File: src/rtl/flash_seq_pkg.sv
// Shared types and constants for the SPI flash read sequencer.
package flash_seq_pkg;

  typedef enum logic [2:0] {
    ST_IDLE,
    ST_CMD,
    ST_ADDR,
    ST_DUMMY,
    ST_DATA,
    ST_STALL,
    ST_GAP
  } state_e;

  localparam logic [7:0] CMD_READ      = 8'h03;
  localparam logic [7:0] CMD_FAST_READ = 8'h0B;
  localparam int         ADDR_BITS     = 24;
  localparam int         WORD_BITS     = 32;
  localparam int         DUMMY_BITS    = 8;

endpackage

File: src/rtl/flash_read_seq_if.sv
// Word stream from the flash sequencer to the housekeeping side (valid/ready).
interface flash_read_seq_if;

  logic [31:0] word_data;
  logic        word_valid;
  logic        word_ready;

  modport master (output word_data, output word_valid, input word_ready);
  modport slave  (input word_data, input word_valid, output word_ready);

endinterface

File: src/rtl/flash_read_seq_sck_gen.sv
// SCK divider: CLK_DIV sys clocks low, then CLK_DIV high; enable low parks SCK low
// and restarts the low phase. rise_o/fall_o flag the cycle whose edge toggles SCK.
module sck_gen #(
  parameter int unsigned CLK_DIV = 4
) (
  input  logic clk_i,
  input  logic rst_ni,
  input  logic en_i,
  output logic sck_o,
  output logic rise_o,
  output logic fall_o
);

  localparam int unsigned DW = (CLK_DIV > 1) ? $clog2(CLK_DIV) : 1;

  logic [DW-1:0] cnt_q, cnt_d;
  logic          sck_q, sck_d;
  logic          term;

  assign term   = en_i && (cnt_q == DW'(CLK_DIV - 1));
  assign rise_o = term && !sck_q;
  assign fall_o = term && sck_q;
  assign sck_o  = sck_q;

  always_comb begin
    cnt_d = cnt_q;
    sck_d = sck_q;
    if (!en_i) begin
      cnt_d = '0;
      sck_d = 1'b0;
    end else if (term) begin
      cnt_d = '0;
      sck_d = !sck_q;
    end else begin
      cnt_d = cnt_q + DW'(1);
    end
  end

  always_ff @(posedge clk_i or negedge rst_ni) begin
    if (!rst_ni) begin
      cnt_q <= '0;
      sck_q <= 1'b0;
    end else begin
      cnt_q <= cnt_d;
      sck_q <= sck_d;
    end
  end

endmodule

File: src/rtl/flash_read_seq.sv
// SPI flash READ sequencer (mode 0): command + 24-bit address, then 32-bit words
// over valid/ready with SCK stalled on backpressure. FLASH_FAST_READ_EN selects 0x0B + 8 dummy clocks.
//   state    | meaning
//   IDLE     | CSB high, waiting for start
//   CMD      | shifting 8 command bits
//   ADDR     | shifting 24 address bits
//   DUMMY    | 8 dummy clocks (fast read only)
//   DATA     | sampling MISO into the next word
//   STALL    | SCK parked low, a finished word waits for the consumer
//   GAP      | CSB high for CS_HIGH cycles before returning to IDLE
module flash_read_seq
  import flash_seq_pkg::*;
#(
  parameter int unsigned CLK_DIV = 4,
  parameter int unsigned CS_HIGH = 8,
  parameter int unsigned CNT_W   = 16
) (
  input  logic                 clk_i,
  input  logic                 rst_ni,
  input  logic                 start_i,
  input  logic [23:0]          start_addr_i,
  input  logic [CNT_W-1:0]     word_count_i,
  input  logic                 abort_i,
  output logic                 busy_o,
  output logic                 done_o,
  output logic                 flash_csb_o,
  output logic                 flash_clk_o,
  output logic                 flash_mosi_o,
  input  logic                 flash_miso_i,
  flash_read_seq_if.master     word_if
);

`ifdef FLASH_FAST_READ_EN
  localparam logic [7:0] CMD       = CMD_FAST_READ;
  localparam bit         USE_DUMMY = 1'b1;
`else
  localparam logic [7:0] CMD       = CMD_READ;
  localparam bit         USE_DUMMY = 1'b0;
`endif

  localparam int unsigned GW = (CS_HIGH > 1) ? $clog2(CS_HIGH) : 1;

  state_e           state_q, state_d;
  logic [4:0]       bit_cnt_q, bit_cnt_d;
  logic [31:0]      tx_q, tx_d;
  logic [31:0]      shreg_q, shreg_d;
  logic [31:0]      wdata_q, wdata_d;
  logic [CNT_W-1:0] rem_q, rem_d;
  logic [GW-1:0]    gap_q, gap_d;
  logic             valid_q, valid_d;
  logic             pending_q, pending_d;
  logic             last_q, last_d;
  logic             wdone_q, wdone_d;
  logic             aborted_q, aborted_d;
  logic             csb_q, csb_d;
  logic             done_q, done_d;
  logic             sck_en, sck_rise, sck_fall, hs;
  logic [31:0]      word_in;

  // Abort gates SCK in the same cycle so the clock is low when CSB rises.
  assign sck_en  = (state_q inside {ST_CMD, ST_ADDR, ST_DUMMY, ST_DATA}) && !abort_i;
  assign hs      = valid_q && word_if.word_ready;
  assign word_in = {shreg_q[30:0], flash_miso_i};

  sck_gen #(.CLK_DIV(CLK_DIV)) u_sck_gen (
    .clk_i  (clk_i),
    .rst_ni (rst_ni),
    .en_i   (sck_en),
    .sck_o  (flash_clk_o),
    .rise_o (sck_rise),
    .fall_o (sck_fall)
  );

  always_comb begin
    state_d   = state_q;
    bit_cnt_d = bit_cnt_q;
    tx_d      = tx_q;
    shreg_d   = shreg_q;
    wdata_d   = wdata_q;
    rem_d     = rem_q;
    gap_d     = gap_q;
    valid_d   = valid_q;
    pending_d = pending_q;
    last_d    = last_q;
    wdone_d   = wdone_q;
    aborted_d = aborted_q;
    csb_d     = csb_q;
    done_d    = 1'b0;

    if (hs) begin
      rem_d   = rem_q - CNT_W'(1);
      valid_d = 1'b0;
      if (pending_q) begin
        wdata_d   = shreg_q;
        valid_d   = 1'b1;
        pending_d = 1'b0;
      end
    end

    case (state_q)
      ST_IDLE: begin
        if (start_i) begin
          if (word_count_i == '0) begin
            done_d = 1'b1;
          end else begin
            state_d   = ST_CMD;
            csb_d     = 1'b0;
            tx_d      = {CMD, start_addr_i};
            rem_d     = word_count_i;
            bit_cnt_d = '0;
            last_d    = 1'b0;
            wdone_d   = 1'b0;
            pending_d = 1'b0;
            aborted_d = 1'b0;
          end
        end
      end
      ST_CMD, ST_ADDR, ST_DUMMY: begin
        if (sck_fall) begin
          tx_d      = {tx_q[30:0], 1'b0};
          bit_cnt_d = bit_cnt_q + 5'd1;
          if (state_q == ST_CMD && bit_cnt_q == 5'd7) begin
            state_d   = ST_ADDR;
            bit_cnt_d = '0;
          end else if (state_q == ST_ADDR && bit_cnt_q == 5'(ADDR_BITS - 1)) begin
            state_d   = USE_DUMMY ? ST_DUMMY : ST_DATA;
            bit_cnt_d = '0;
          end else if (state_q == ST_DUMMY && bit_cnt_q == 5'(DUMMY_BITS - 1)) begin
            state_d   = ST_DATA;
            bit_cnt_d = '0;
          end
        end
      end
      ST_DATA: begin
        if (sck_rise) begin
          shreg_d   = word_in;
          bit_cnt_d = bit_cnt_q + 5'd1;
          if (bit_cnt_q == 5'(WORD_BITS - 1)) begin
            wdone_d = 1'b1;
            last_d  = (rem_q == (CNT_W'(valid_q) + CNT_W'(1)));
            if (!valid_q || hs) begin
              wdata_d = word_in;
              valid_d = 1'b1;
            end else begin
              pending_d = 1'b1;
            end
          end
        end
        // Word boundary: finish the high phase, then park if nothing more may be shifted.
        if (sck_fall && wdone_q) begin
          wdone_d = 1'b0;
          if (last_q || (pending_q && !hs)) state_d = ST_STALL;
        end
      end
      ST_STALL: begin
        if (rem_d == '0) begin
          state_d = ST_GAP;
          csb_d   = 1'b1;
          gap_d   = GW'(CS_HIGH - 1);
        end else if (pending_q && hs && !last_q) begin
          state_d = ST_DATA;
        end
      end
      ST_GAP: begin
        if (gap_q == '0) begin
          state_d   = ST_IDLE;
          done_d    = !aborted_q;
          aborted_d = 1'b0;
        end else begin
          gap_d = gap_q - GW'(1);
        end
      end
      default: state_d = ST_IDLE;
    endcase

    if (abort_i && (state_q inside {ST_CMD, ST_ADDR, ST_DUMMY, ST_DATA, ST_STALL})) begin
      state_d   = ST_GAP;
      csb_d     = 1'b1;
      tx_d      = '0;
      valid_d   = 1'b0;
      pending_d = 1'b0;
      aborted_d = 1'b1;
      gap_d     = GW'(CS_HIGH - 1);
    end
  end

  always_ff @(posedge clk_i or negedge rst_ni) begin
    if (!rst_ni) begin
      state_q   <= ST_IDLE;
      bit_cnt_q <= '0;
      tx_q      <= '0;
      shreg_q   <= '0;
      wdata_q   <= '0;
      rem_q     <= '0;
      gap_q     <= '0;
      valid_q   <= 1'b0;
      pending_q <= 1'b0;
      last_q    <= 1'b0;
      wdone_q   <= 1'b0;
      aborted_q <= 1'b0;
      csb_q     <= 1'b1;
      done_q    <= 1'b0;
    end else begin
      state_q   <= state_d;
      bit_cnt_q <= bit_cnt_d;
      tx_q      <= tx_d;
      shreg_q   <= shreg_d;
      wdata_q   <= wdata_d;
      rem_q     <= rem_d;
      gap_q     <= gap_d;
      valid_q   <= valid_d;
      pending_q <= pending_d;
      last_q    <= last_d;
      wdone_q   <= wdone_d;
      aborted_q <= aborted_d;
      csb_q     <= csb_d;
      done_q    <= done_d;
    end
  end

  assign busy_o             = (state_q != ST_IDLE);
  assign done_o             = done_q;
  assign flash_csb_o        = csb_q;
  assign flash_mosi_o       = tx_q[31];
  assign word_if.word_data  = wdata_q;
  assign word_if.word_valid = valid_q;

endmodule

File: src/flat_wrapper.sv
// flat-port wrapper written by rule: the top's interface ports become plain ports
module flash_read_seq_flat import flash_seq_pkg::*;
#(
  parameter int unsigned CLK_DIV = 4,
  parameter int unsigned CS_HIGH = 8,
  parameter int unsigned CNT_W   = 16
)
  (clk_i, rst_ni, start_i, start_addr_i, word_count_i, abort_i, busy_o, done_o, flash_csb_o, flash_clk_o, flash_mosi_o, flash_miso_i, word_if_word_data, word_if_word_valid, word_if_word_ready);
  flash_read_seq_if word_if_i ();
  input  logic clk_i;
  input  logic rst_ni;
  input  logic start_i;
  input  logic [23:0] start_addr_i;
  input  logic [CNT_W-1:0] word_count_i;
  input  logic abort_i;
  output logic busy_o;
  output logic done_o;
  output logic flash_csb_o;
  output logic flash_clk_o;
  output logic flash_mosi_o;
  input  logic flash_miso_i;
  output wire logic [$bits(word_if_i.word_data)-1:0] word_if_word_data;
  output wire logic [$bits(word_if_i.word_valid)-1:0] word_if_word_valid;
  input wire logic [$bits(word_if_i.word_ready)-1:0] word_if_word_ready;
  assign word_if_word_data = word_if_i.word_data;
  assign word_if_word_valid = word_if_i.word_valid;
  assign word_if_i.word_ready = word_if_word_ready;
  flash_read_seq #(.CLK_DIV(CLK_DIV), .CS_HIGH(CS_HIGH), .CNT_W(CNT_W)) u_core (.clk_i(clk_i), .rst_ni(rst_ni), .start_i(start_i), .start_addr_i(start_addr_i), .word_count_i(word_count_i), .abort_i(abort_i), .busy_o(busy_o), .done_o(done_o), .flash_csb_o(flash_csb_o), .flash_clk_o(flash_clk_o), .flash_mosi_o(flash_mosi_o), .flash_miso_i(flash_miso_i), .word_if(word_if_i));
endmodule
File: config.mk
export PLATFORM = sky130hd
export DESIGN_NAME = flash_read_seq_flat
export DESIGN_NICKNAME = d
export VERILOG_FILES = /design/src/rtl/flash_seq_pkg.sv /design/src/rtl/flash_read_seq_if.sv /design/src/rtl/flash_read_seq_sck_gen.sv /design/src/rtl/flash_read_seq.sv /design/src/flat_wrapper.sv
export SDC_FILE = /design/constraint.sdc
export NUM_CORES = 1
export LEC_CHECK = 0
export CAP_MARGIN = 20
export CORE_AREA = 3 3 122 124
export CTS_CLUSTER_SIZE = 20
export DETAILED_ROUTE_END_ITERATION = 10
export DIE_AREA = 0 0 125 127
export PLACE_DENSITY = 0.77
export SLEW_MARGIN = 20
export SYNTH_ARGS = -nofsm -noshare
export SYNTH_HDL_FRONTEND = slang
export SYNTH_HIERARCHICAL = 1
export SYNTH_SLANG_ARGS = --single-unit
File: constraint.sdc
create_clock -name clk_i -period 2.65 [get_ports clk_i]
set_input_delay 0.53 -clock clk_i [delete_from_list [all_inputs] [get_ports clk_i]]
set_output_delay 0.53 -clock clk_i [all_outputs]
set_load 0.1 [all_outputs]
==> impl_results.md, run 1 <==
- Outcome: finished clean
- Max incr delay on CP: 480 ps
- Slew Limit Fails: 0
- Highest-count cells in the layout ignoring fill and taps: dfrtp_1, buf_4, nor2_1, nand2_1, mux2i_1
- Hpwl dp: 9.316 mm
- Clock Skews: 7.558 ps
- Fin worst setup slack: 206.7 ps
- Share of layout cells above drive strength 1: 21.61%
- Mux cell area share after synthesis: 14.73%
- Syn Area/Cell: 10.53 sq um
- Crit start category: input port
- R2R cell count: 7
- Hold Path Depth: 1
- Max Clk Rate: 0.4093 GHz
- R2r setup slk: 260 ps
- Critical hold path startpoint: u_core/u_sck_gen/cnt_q[0]$_DFF_PN0_
- Largest net degree at the start of global routing: 75
- Antenna viol nets, final: 0
- Via count of the first global-routing pass: 4,770
- Worst Path Class, Setup: input port to flip-flop
- Final Hold Fails: 0
- Final Routed Wirelength: 13.68 mm
- Synth Warn #: 6
- Fin nets: 747
- Die W: 125 um
- Hold path endpoint: u_core/u_sck_gen/cnt_q[0]$_DFF_PN0_
- CP arrival: 2730 ps
- Total GRT Usage: 17.72%
- Family with the most delay on the worst path: simple AND/OR/NAND/NOR gates
- Minimum clock period: 2443 ps
- Row cnt: 43
- ANT cells: 0
- CTS tree: yes
- Commonest non-fill, non-tap cell in the layout: dfrtp_1
- Root Buffer: clkbuf_16
- GPL Wtd Cong: 0.8900
- Clk sinks: 133
- Die area: 15,880 sq um
- Simple-Gate Fraction of Synth Area: 13.33%
- First-pass GRT wire length: 22.99 mm
- Number of distinct library cells after synthesis: 53
- Adder-cell share of the synthesized area: 1.210%
- Async SR Flop Fraction: 100.0%
- TritonRoute pass-1 iters: 5
- DRC errors left: 0
- Final setup viols: 0
- Synthesized area: 6202 sq um
- H-tree depth: 4
- CTS buffer count: 17
- Worst-path cell chain: clkdlybuf4s50_1, nor4bb_1, buf_4, nand4_1, xor2_1, and4bb_1, nand4_2, a21oi_2, mux2_1
- Die H: 127 um
- RSZ-0062 raised after global routing: no
- CP max FO: 7
- Post-synthesis register bit count: 133
- Area added between synthesis and finish: 28.08%
- Vias: 4,802
- Port bufs: 83
- RR Endpoint: u_core/state_q[1]$_DFFE_PN0P_
- Max-cap violations: 0
- WP buf/inv: 2
- Cells after Synth: 589
- Postcts setup bufs: 0
- PD cells: 854.9 nW/um^2
- Post-synthesis xor/xnor area fraction: 2.259%
- Syn Nets: 641
- Initial cell density of the core: 44.68%
- Core area: 13,880 sq um
- Synth Area in Compound Gates: 12.00%
- Leakage: 0.004064 uW
- Worst slew margin: 59.99%
- DR WL/cell: 15.40 um
- Top-Level Pins: 84
- Max VDD drop: 0.4714 mV
- Worst r2r src: u_core/rem_q[1]$_DFF_PN0_
- Largest family of logic cells by synthesized area: multiplexers
- Via/cell ratio: 5.408
- Post-synthesis sequential area ratio: 53.68%
- Initial drt markers: 329
- Clk slew on worst S/H paths: 50 ps
- Synth Flop Type: dfrtp_1
- Crit path max-delay cell type: clkdlybuf4s50_1
- Fin crit share: 92.20%
- # fillers: 1,142
- CTS max path bufs: 2
- CP Capture Type: flip-flop
- Worst Path Required: 2940 ps
- Total grt overflow: 0
- Initial antenna violation count: 0
- Number of flops mapped to enable cells by yosys: 0
- Worst-Skew Late Latency: 410 ps
- Dpl ws: -161.8 ps
- Hold crit path type: flip-flop to flip-flop
- Slew at the pin closest to its max-slew limit: 600.2 ps
- Hold Slack: 435.5 ps
- Design Power: 6791 uW
## layout make-up
type | instances | area, sq um | area share [%]
Tap cell | 180 | 225.2 | 2.835
Timing Repair Buffer | 119 | 1081 | 13.61
Clock buffer | 20 | 446.7 | 5.623
Sequential cell | 133 | 3331 | 41.93
Multi-Input combinational cell | 414 | 2716 | 34.19
Clock inverter | 12 | 106.4 | 1.339
Inverter | 10 | 37.54 | 0.4725
## kinds of logic after synthesis
logic type      after synthesis
xor+xnor                     16
compound gates              127
buf+inv                      42
fa+ha+maj                     6
flops                       133
mux                          87
simple gates                178
## how the worst max path moves through the flow
stage                     cells after the start                                      to                          start
after floorplan                              15  u_core/word_if.word_data[10]$_DFF_PN0_  u_core/state_q[2]$_DFFE_PN0P_
after global placement                        9           u_core/state_q[1]$_DFFE_PN0P_             word_if_word_ready
after detailed placement                      9           u_core/state_q[1]$_DFFE_PN0P_             word_if_word_ready
after CTS                                     9           u_core/state_q[1]$_DFFE_PN0P_      u_core/rem_q[0]$_DFF_PN0_
after global routing                          9           u_core/state_q[1]$_DFFE_PN0P_             word_if_word_ready
final                                         9           u_core/state_q[1]$_DFFE_PN0P_             word_if_word_ready
## synthesized netlist by cell type, types with 4 or more instances
library cell  count  area share, %
a22o_1            8            1.1
nor4_1           10            1.0
nor3_1            9           0.73
nand4_1           7           0.71
o21ai_0          44            3.6
inv_1            10           0.61
mux2_2           33            6.0
xnor2_1           7           0.99
clkbuf_1         19            1.1
xor2_1            9            1.3
nor2_1           64            3.9
a21o_1            5           0.61
buf_2             6           0.48
nand3_1           6           0.48
mux2i_1          53            8.6
nand2_1          56            3.4
buf_1             6           0.36
and3_1            4           0.40
a21oi_1          47            3.8
dfrtp_1         132             53
ha_1              6            1.2
## sequential cells by signal, summed over array words and instances (netlist names)
signal	cells
u_core/shreg_q	32
u_core/tx_q	32
u_core/word_if.word_data	32
u_core/rem_q	16
u_core/bit_cnt_q	5
u_core/gap_q	3
u_core/state_q	3
u_core/u_sck_gen/cnt_q	2
u_core/aborted_q	1
u_core/done_o	1
u_core/flash_csb_o	1
u_core/last_q	1
u_core/pending_q	1
u_core/u_sck_gen/sck_o	1
u_core/wdone_q	1
u_core/word_if.word_valid	1
## metrics by stage
step	area, sq um	setup TNS, ps	util [%]	instances
6_report	7944	0	57.23	888
2_1_floorplan	6220	0	-	589
3_3_place_gp	7372	-197.5	53.11	855
4_1_cts	7935	0	57.17	888
3_5_place_dp	7372	-423.4	53.11	855
5_1_grt	7944	0	57.23	888
## where the power goes
part / total (uW) / switching, uW / internal (uW)
clock network: 2170 / 860 / 1310
registers: 2620 / 275 / 2350
logic: 2000 / 1150 / 853
total: 6790 / 2280 / 4510
## layer usage
metal | global-route usage (%) | wire length (um) | vias to the layer above
li1 | - | - | 2308
met1 | 23.48 | 6140 | 2342
met2 | 28.31 | 6488 | 142
met3 | 5.560 | 928 | 10
met4 | 5.166 | 119 | 0
met5 | 0 | 0 | -
## timing repair
item,CTS,global route
hold buffers,1,0
endpoints found under the hold margin,11,0
setup endpoints to repair,0,1
gates resized for setup,0,2
Note: power is estimated with default switching activity, not from simulation.
==> inputs of run 2 (changes only) <==
--- a/config.mk
+++ b/config.mk
@@ -7,7 +7,7 @@
 export LEC_CHECK = 0
 export CAP_MARGIN = 20
 export CORE_AREA = 3 3 122 124
-export CTS_CLUSTER_SIZE = 20
+export CTS_CLUSTER_SIZE = 8
 export DETAILED_ROUTE_END_ITERATION = 10
 export DIE_AREA = 0 0 125 127
 export PLACE_DENSITY = 0.77
==> results of run 2 <==
No change in the layout: final DEF, timing and power equal those of run 1.
